File: src/rtl/ram_copy_engine_if.sv
// Command and RAM-port bundle for ram_copy_engine.
// The engine takes the master view: it receives commands and drives the RAM pins.
// The slave view is for the controller and RAM side.
interface ram_copy_engine_if #(
    parameter int A = 10,
    parameter int D = 8
);
    logic         start;
    logic         mode;
    logic [A-1:0] src;
    logic [A-1:0] dst;
    logic [A:0]   len;
    logic [D-1:0] pattern;
    logic         busy;
    logic         done;
    logic         ram_cs;
    logic         ram_rw;
    logic [A-1:0] ram_addr;
    logic [D-1:0] ram_di;
    logic [D-1:0] ram_dout;

    modport master (
        input  start, mode, src, dst, len, pattern, ram_dout,
        output busy, done, ram_cs, ram_rw, ram_addr, ram_di
    );

    modport slave (
        output start, mode, src, dst, len, pattern, ram_dout,
        input  busy, done, ram_cs, ram_rw, ram_addr, ram_di
    );
endinterface

File: src/rtl/ram_copy_engine.sv
// Block copy / fill engine driving a single-port synchronous RAM.
// Copy alternates read and write cycles in ascending order; fill issues back-to-back writes.
// Every RAM-facing output is decoded from registered state except the copy-mode write data,
// which forwards the RAM's registered read data straight through.
module ram_copy_engine #(
    parameter int A = 10,
    parameter int D = 8
) (
    input logic               clk,
    input logic               rst,
    ram_copy_engine_if.master bus
);
    typedef enum logic [1:0] {IDLE, RD, WR, DONE} state_t;

    localparam logic [A:0] ONE = 1;

    state_t       state_q, state_d;
    logic [A:0]   i_q, i_d;
    logic [A:0]   len_q, len_d;
    logic [A-1:0] src_q, src_d;
    logic [A-1:0] dst_q, dst_d;
    logic [D-1:0] pattern_q, pattern_d;
    logic         mode_q, mode_d;
    logic [A:0]   i_inc;

    assign i_inc = i_q + ONE;

    // State and latched command registers.
    always_ff @(posedge clk) begin
        if (rst) begin
            state_q   <= IDLE;
            i_q       <= '0;
            len_q     <= '0;
            src_q     <= '0;
            dst_q     <= '0;
            pattern_q <= '0;
            mode_q    <= 1'b0;
        end else begin
            state_q   <= state_d;
            i_q       <= i_d;
            len_q     <= len_d;
            src_q     <= src_d;
            dst_q     <= dst_d;
            pattern_q <= pattern_d;
            mode_q    <= mode_d;
        end
    end

    // Next state: accept a command in IDLE, then step the word index after every write.
    always_comb begin
        state_d   = state_q;
        i_d       = i_q;
        len_d     = len_q;
        src_d     = src_q;
        dst_d     = dst_q;
        pattern_d = pattern_q;
        mode_d    = mode_q;
        unique case (state_q)
            IDLE: begin
                if (bus.start) begin
                    src_d     = bus.src;
                    dst_d     = bus.dst;
                    len_d     = bus.len;
                    pattern_d = bus.pattern;
                    mode_d    = bus.mode;
                    i_d       = '0;
                    if (bus.len == '0) begin
                        state_d = DONE;
                    end else if (bus.mode) begin
                        state_d = WR;
                    end else begin
                        state_d = RD;
                    end
                end
            end
            RD: state_d = WR;
            WR: begin
                i_d = i_inc;
                if (i_inc == len_q) begin
                    state_d = DONE;
                end else if (mode_q) begin
                    state_d = WR;
                end else begin
                    state_d = RD;
                end
            end
            DONE:    state_d = IDLE;
            default: state_d = IDLE;
        endcase
    end

    // RAM pins and status decoded from state; addresses wrap modulo 2^A.
    always_comb begin
        bus.ram_cs   = 1'b0;
        bus.ram_rw   = 1'b0;
        bus.ram_addr = '0;
        bus.ram_di   = '0;
        bus.busy     = (state_q != IDLE);
        bus.done     = (state_q == DONE);
        unique case (state_q)
            RD: begin
                bus.ram_cs   = 1'b1;
                bus.ram_addr = src_q + i_q[A-1:0];
            end
            WR: begin
                bus.ram_cs   = 1'b1;
                bus.ram_rw   = 1'b1;
                bus.ram_addr = dst_q + i_q[A-1:0];
                bus.ram_di   = mode_q ? pattern_q : bus.ram_dout;
            end
            default: ;
        endcase
    end
endmodule

File: src/flat_wrapper.sv
// flat-port wrapper written by rule: the top's interface ports become plain ports
module ram_copy_engine_flat 
#(
    parameter int A = 10,
    parameter int D = 8
)
  (clk, rst, bus_start, bus_mode, bus_src, bus_dst, bus_len, bus_pattern, bus_ram_dout, bus_busy, bus_done, bus_ram_cs, bus_ram_rw, bus_ram_addr, bus_ram_di);
  ram_copy_engine_if #(.A(A), .D(D)) bus_i ();
  input logic clk;
  input logic rst;
  input wire logic [$bits(bus_i.start)-1:0] bus_start;
  input wire logic [$bits(bus_i.mode)-1:0] bus_mode;
  input wire logic [$bits(bus_i.src)-1:0] bus_src;
  input wire logic [$bits(bus_i.dst)-1:0] bus_dst;
  input wire logic [$bits(bus_i.len)-1:0] bus_len;
  input wire logic [$bits(bus_i.pattern)-1:0] bus_pattern;
  input wire logic [$bits(bus_i.ram_dout)-1:0] bus_ram_dout;
  output wire logic [$bits(bus_i.busy)-1:0] bus_busy;
  output wire logic [$bits(bus_i.done)-1:0] bus_done;
  output wire logic [$bits(bus_i.ram_cs)-1:0] bus_ram_cs;
  output wire logic [$bits(bus_i.ram_rw)-1:0] bus_ram_rw;
  output wire logic [$bits(bus_i.ram_addr)-1:0] bus_ram_addr;
  output wire logic [$bits(bus_i.ram_di)-1:0] bus_ram_di;
  assign bus_i.start = bus_start;
  assign bus_i.mode = bus_mode;
  assign bus_i.src = bus_src;
  assign bus_i.dst = bus_dst;
  assign bus_i.len = bus_len;
  assign bus_i.pattern = bus_pattern;
  assign bus_i.ram_dout = bus_ram_dout;
  assign bus_busy = bus_i.busy;
  assign bus_done = bus_i.done;
  assign bus_ram_cs = bus_i.ram_cs;
  assign bus_ram_rw = bus_i.ram_rw;
  assign bus_ram_addr = bus_i.ram_addr;
  assign bus_ram_di = bus_i.ram_di;
  ram_copy_engine #(.A(A), .D(D)) u_core (.clk(clk), .rst(rst), .bus(bus_i));
endmodule
File: config.mk
export PLATFORM = sky130hd
export DESIGN_NAME = ram_copy_engine_flat
export DESIGN_NICKNAME = d
export VERILOG_FILES = /design/src/rtl/ram_copy_engine_if.sv /design/src/rtl/ram_copy_engine.sv /design/src/flat_wrapper.sv
export SDC_FILE = /design/constraint.sdc
export NUM_CORES = 1
export LEC_CHECK = 0
export ABC_AREA = 1
export BUFFER_PORTS_ARGS = -buffer_cell sky130_fd_sc_hd__buf_2
export CAP_MARGIN = 0
export CORE_MARGIN = 2
export CORE_UTILIZATION = 55
export CTS_CLUSTER_SIZE = 16
export DETAILED_ROUTE_END_ITERATION = 16
export PLACE_DENSITY_LB_ADDON = 0.12
export RECOVER_POWER = 100
export SETUP_SLACK_MARGIN = 0.05
export SLEW_MARGIN = 25
export SYNTH_ARGS = -nofsm -noshare
export SYNTH_HDL_FRONTEND = slang
export SYNTH_SLANG_ARGS = --single-unit
File: constraint.sdc
create_clock -name clk -period 6.4 [get_ports clk]
set_clock_uncertainty 0.15 [all_clocks]
set_input_delay 1.28 -clock clk [delete_from_list [all_inputs] [get_ports clk]]
set_output_delay 1.28 -clock clk [all_outputs]
set_load 0.02 [all_outputs]
==> results.yml <==
outcome:
  outcome: "finished clean"
placed_design:
  io_buffers: 72
  dpl_cell_area_sq_mm: 0.00344
  gp_congestion: 0.881
  dp_hpwl_um: 5600
  place_ws_ns: 1.66
layout:
  final_cell_area_sq_mm: 0.00354
  final_nets: 608
  layout-drive-gt1-share: 0.120
  multi_input_area_sq_mm: 0.00179
  regArea_sq_mm: 0.00106
  final_cell_mix: "nand2_1 (115), nor2_1 (103), o21ai_0 (55)"
  fill_cells: 531
  fin_util: 0.651
  antennaDiodeCount: 0
  areaGrowthSynthToFinish_pct: 15.7
  layout_commonest_cell: "nand2_1"
drt:
  dr_total_vias: 3143
  via_per_inst: 5.11
  dr.pass1.iters: 4
  wl_um: 7520
  wl_per_cell_um: 12.2
  post-route-drc-count: 0
  drt-initial-drc-count: 135
  ant_nets: 0
power_and_ir_drop:
  p_leak_nw: 1.62
  ir_drop_mv: 0.166
  p_per_area_mw_per_mm2: 241
clock_network:
  ctsHoldBuffers: 0
  postCtsSetupBuffers: 0
  cts_root_buf: "clkbuf_8"
  ctsResizeCount: 0
  cts_made_buffers: 5
  cts_tree: "yes"
  clkTransAtPathRegs_ns: 0.10
  clkLatencyLatePin_ns: 0.32
  cts_buffer_depth: 2
  h-tree-depth: 2
  clock_sink_count: 53
floorplan:
  die_w_um: 78.6
  coreArea_sq_mm: 0.00544
  start_util: 0.563
  die_area_sq_mm: 0.00618
  ios: 73
  rows: 27
  die_h_um: 78.6
timing:
  hold_viol: 0
  worstMarginPinSlew_ns: 0.942
  finalCriticalPeriod_ns: 5.16
  tns_ns: 0
  slew_viol_final: 0
  setup_ws_ns: 1.24
  max_freq_mhz: 194
  fin_crit_sh: 0.807
  slew_headroom: 0.368
  grt_setup_unrepaired: "no"
  setup_viol: 0
worst_setup_path:
  crit_fanout: 20
  end_kind: "output port"
  startpoint: "u_core.state_q[0]"
  critPathKind: "reg -> out"
  critPathLaunchType: "register"
  critPathArrivalTime_ns: 3.73
  reg2reg_slack_ns: 3.38
  required_ns: 4.97
  r2r-start: "u_core.state_q[0]"
synth:
  yosysSeqAreaShare: 0.346
  yosys_warnings: 0
  synth_area_sq_mm: 0.00306
  netlist-cell-type-count: 27
  avgSynthCellArea_sq_um: 6.35
  synth_nets: 548
  ys_ff_latch: 53
  syn_inst: 482
hold_path:
  hp-start: "u_core.len_q[7]"
  min_path_type: "reg -> reg"
global_route:
  grt_max_degree: 47
  antenna_found_initial: 0
  track_usage: 0.257
  grt_pass1_wl_um: 12800
  grt-ovfl-total: 0
  grt_pass1_vias: 2924
flow_run:
  max_cap_viol_count: 0
[kinds of logic after synthesis]
| logic type | share of synthesized area |
|---|---|
| AND/OR/NAND/NOR | 0.346 |
| AO/OA/AOI/OAI | 0.159 |
| buffers and inverters | 0.0670 |
| flip-flops | 0.346 |
| adder cells (fa/ha/maj) | 0.0637 |
| XOR/XNOR | 0.0172 |
[through the flow]
stage               std cells  power [mW]  hold WS, ns
floorplan                 482       0.533        0.294
global placement          607       0.591        0.310
detailed placement        607       0.596        0.313
CTS                       615       0.862        0.328
global route              615       0.905        0.342
finish                    615       0.855        0.329
[worst paths after layout]
kind	cells after the start	to
setup / recovery	17	bus_ram_addr[8]
hold / removal	2	u_core.len_q[7]
setup reg to reg	7	u_core.i_q[3]
hold reg to reg	2	u_core.len_q[7]
[cells in the mapped netlist]
cell type	n	area (sq um)
o2111ai_1	1	8.76
buf_2	2	10.0
nand3b_1	3	22.5
ha_1	14	175
nor2_1	103	387
clkinv_1	2	7.51
a21oi_2	2	17.5
nand4_1	1	6.26
o21ai_1	1	5.00
dfxtp_1	53	1060
a21oi_1	31	155
xnor2_1	1	8.76
a21o_1	1	7.51
clkbuf_1	14	52.6
buf_1	4	15.0
inv_1	32	120
nor2_4	2	22.5
nand3_1	32	160
o21ai_0	55	275
nand2_2	2	12.5
xor2_1	5	43.8
nor2_2	2	12.5
o21bai_1	1	7.51
o21bai_2	1	11.3
fa_1	1	20.0
nand2_1	115	432
nor4_1	1	6.26
[sequential cells by signal, summed over array words and instances (netlist names)]
register / count
u_core.i_q: 11
u_core.len_q: 11
u_core.dst_q: 10
u_core.src_q: 10
u_core.pattern_q: 8
u_core.state_q: 2
u_core.mode_q: 1
[report_power, final]
group	switching [mW]	total [mW]	internal [mW]
Combinational	0.133	0.201	0.0684
Sequential	0.0202	0.383	0.363
Clock	0.116	0.271	0.155
[cell type report]
cell class / instances / share of cell area
well taps: 72 / 0.0254
repair buffers: 73 / 0.0953
clock inverters: 3 / 0.0184
clock buffers: 5 / 0.0194
inverters: 34 / 0.0360
multi-input cells: 375 / 0.506
flip-flops and latches: 53 / 0.299
[critical path, stage by stage (launching register included)]
cell      delay [ns]
dfxtp_1         0.34
inv_1           0.11
ha_1            0.57
inv_1           0.33
nand2_1         0.12
nand2_1         0.06
ha_1            0.23
fa_1            0.41
nand3_1         0.10
nand3_1         0.11
nand2_1         0.08
nand2_1         0.05
a21oi_1         0.20
nor2_1          0.06
o21ai_0         0.22
a21oi_1         0.09
nor2_1          0.11
clkbuf_1        0.23
[layer usage]
metal,global-route usage,part of all wire
met5,0,0
met4,0.0649,0.011
met3,0.0575,0.061
met2,0.432,0.47
met1,0.335,0.46
Note: power is estimated with default switching activity, not from simulation.
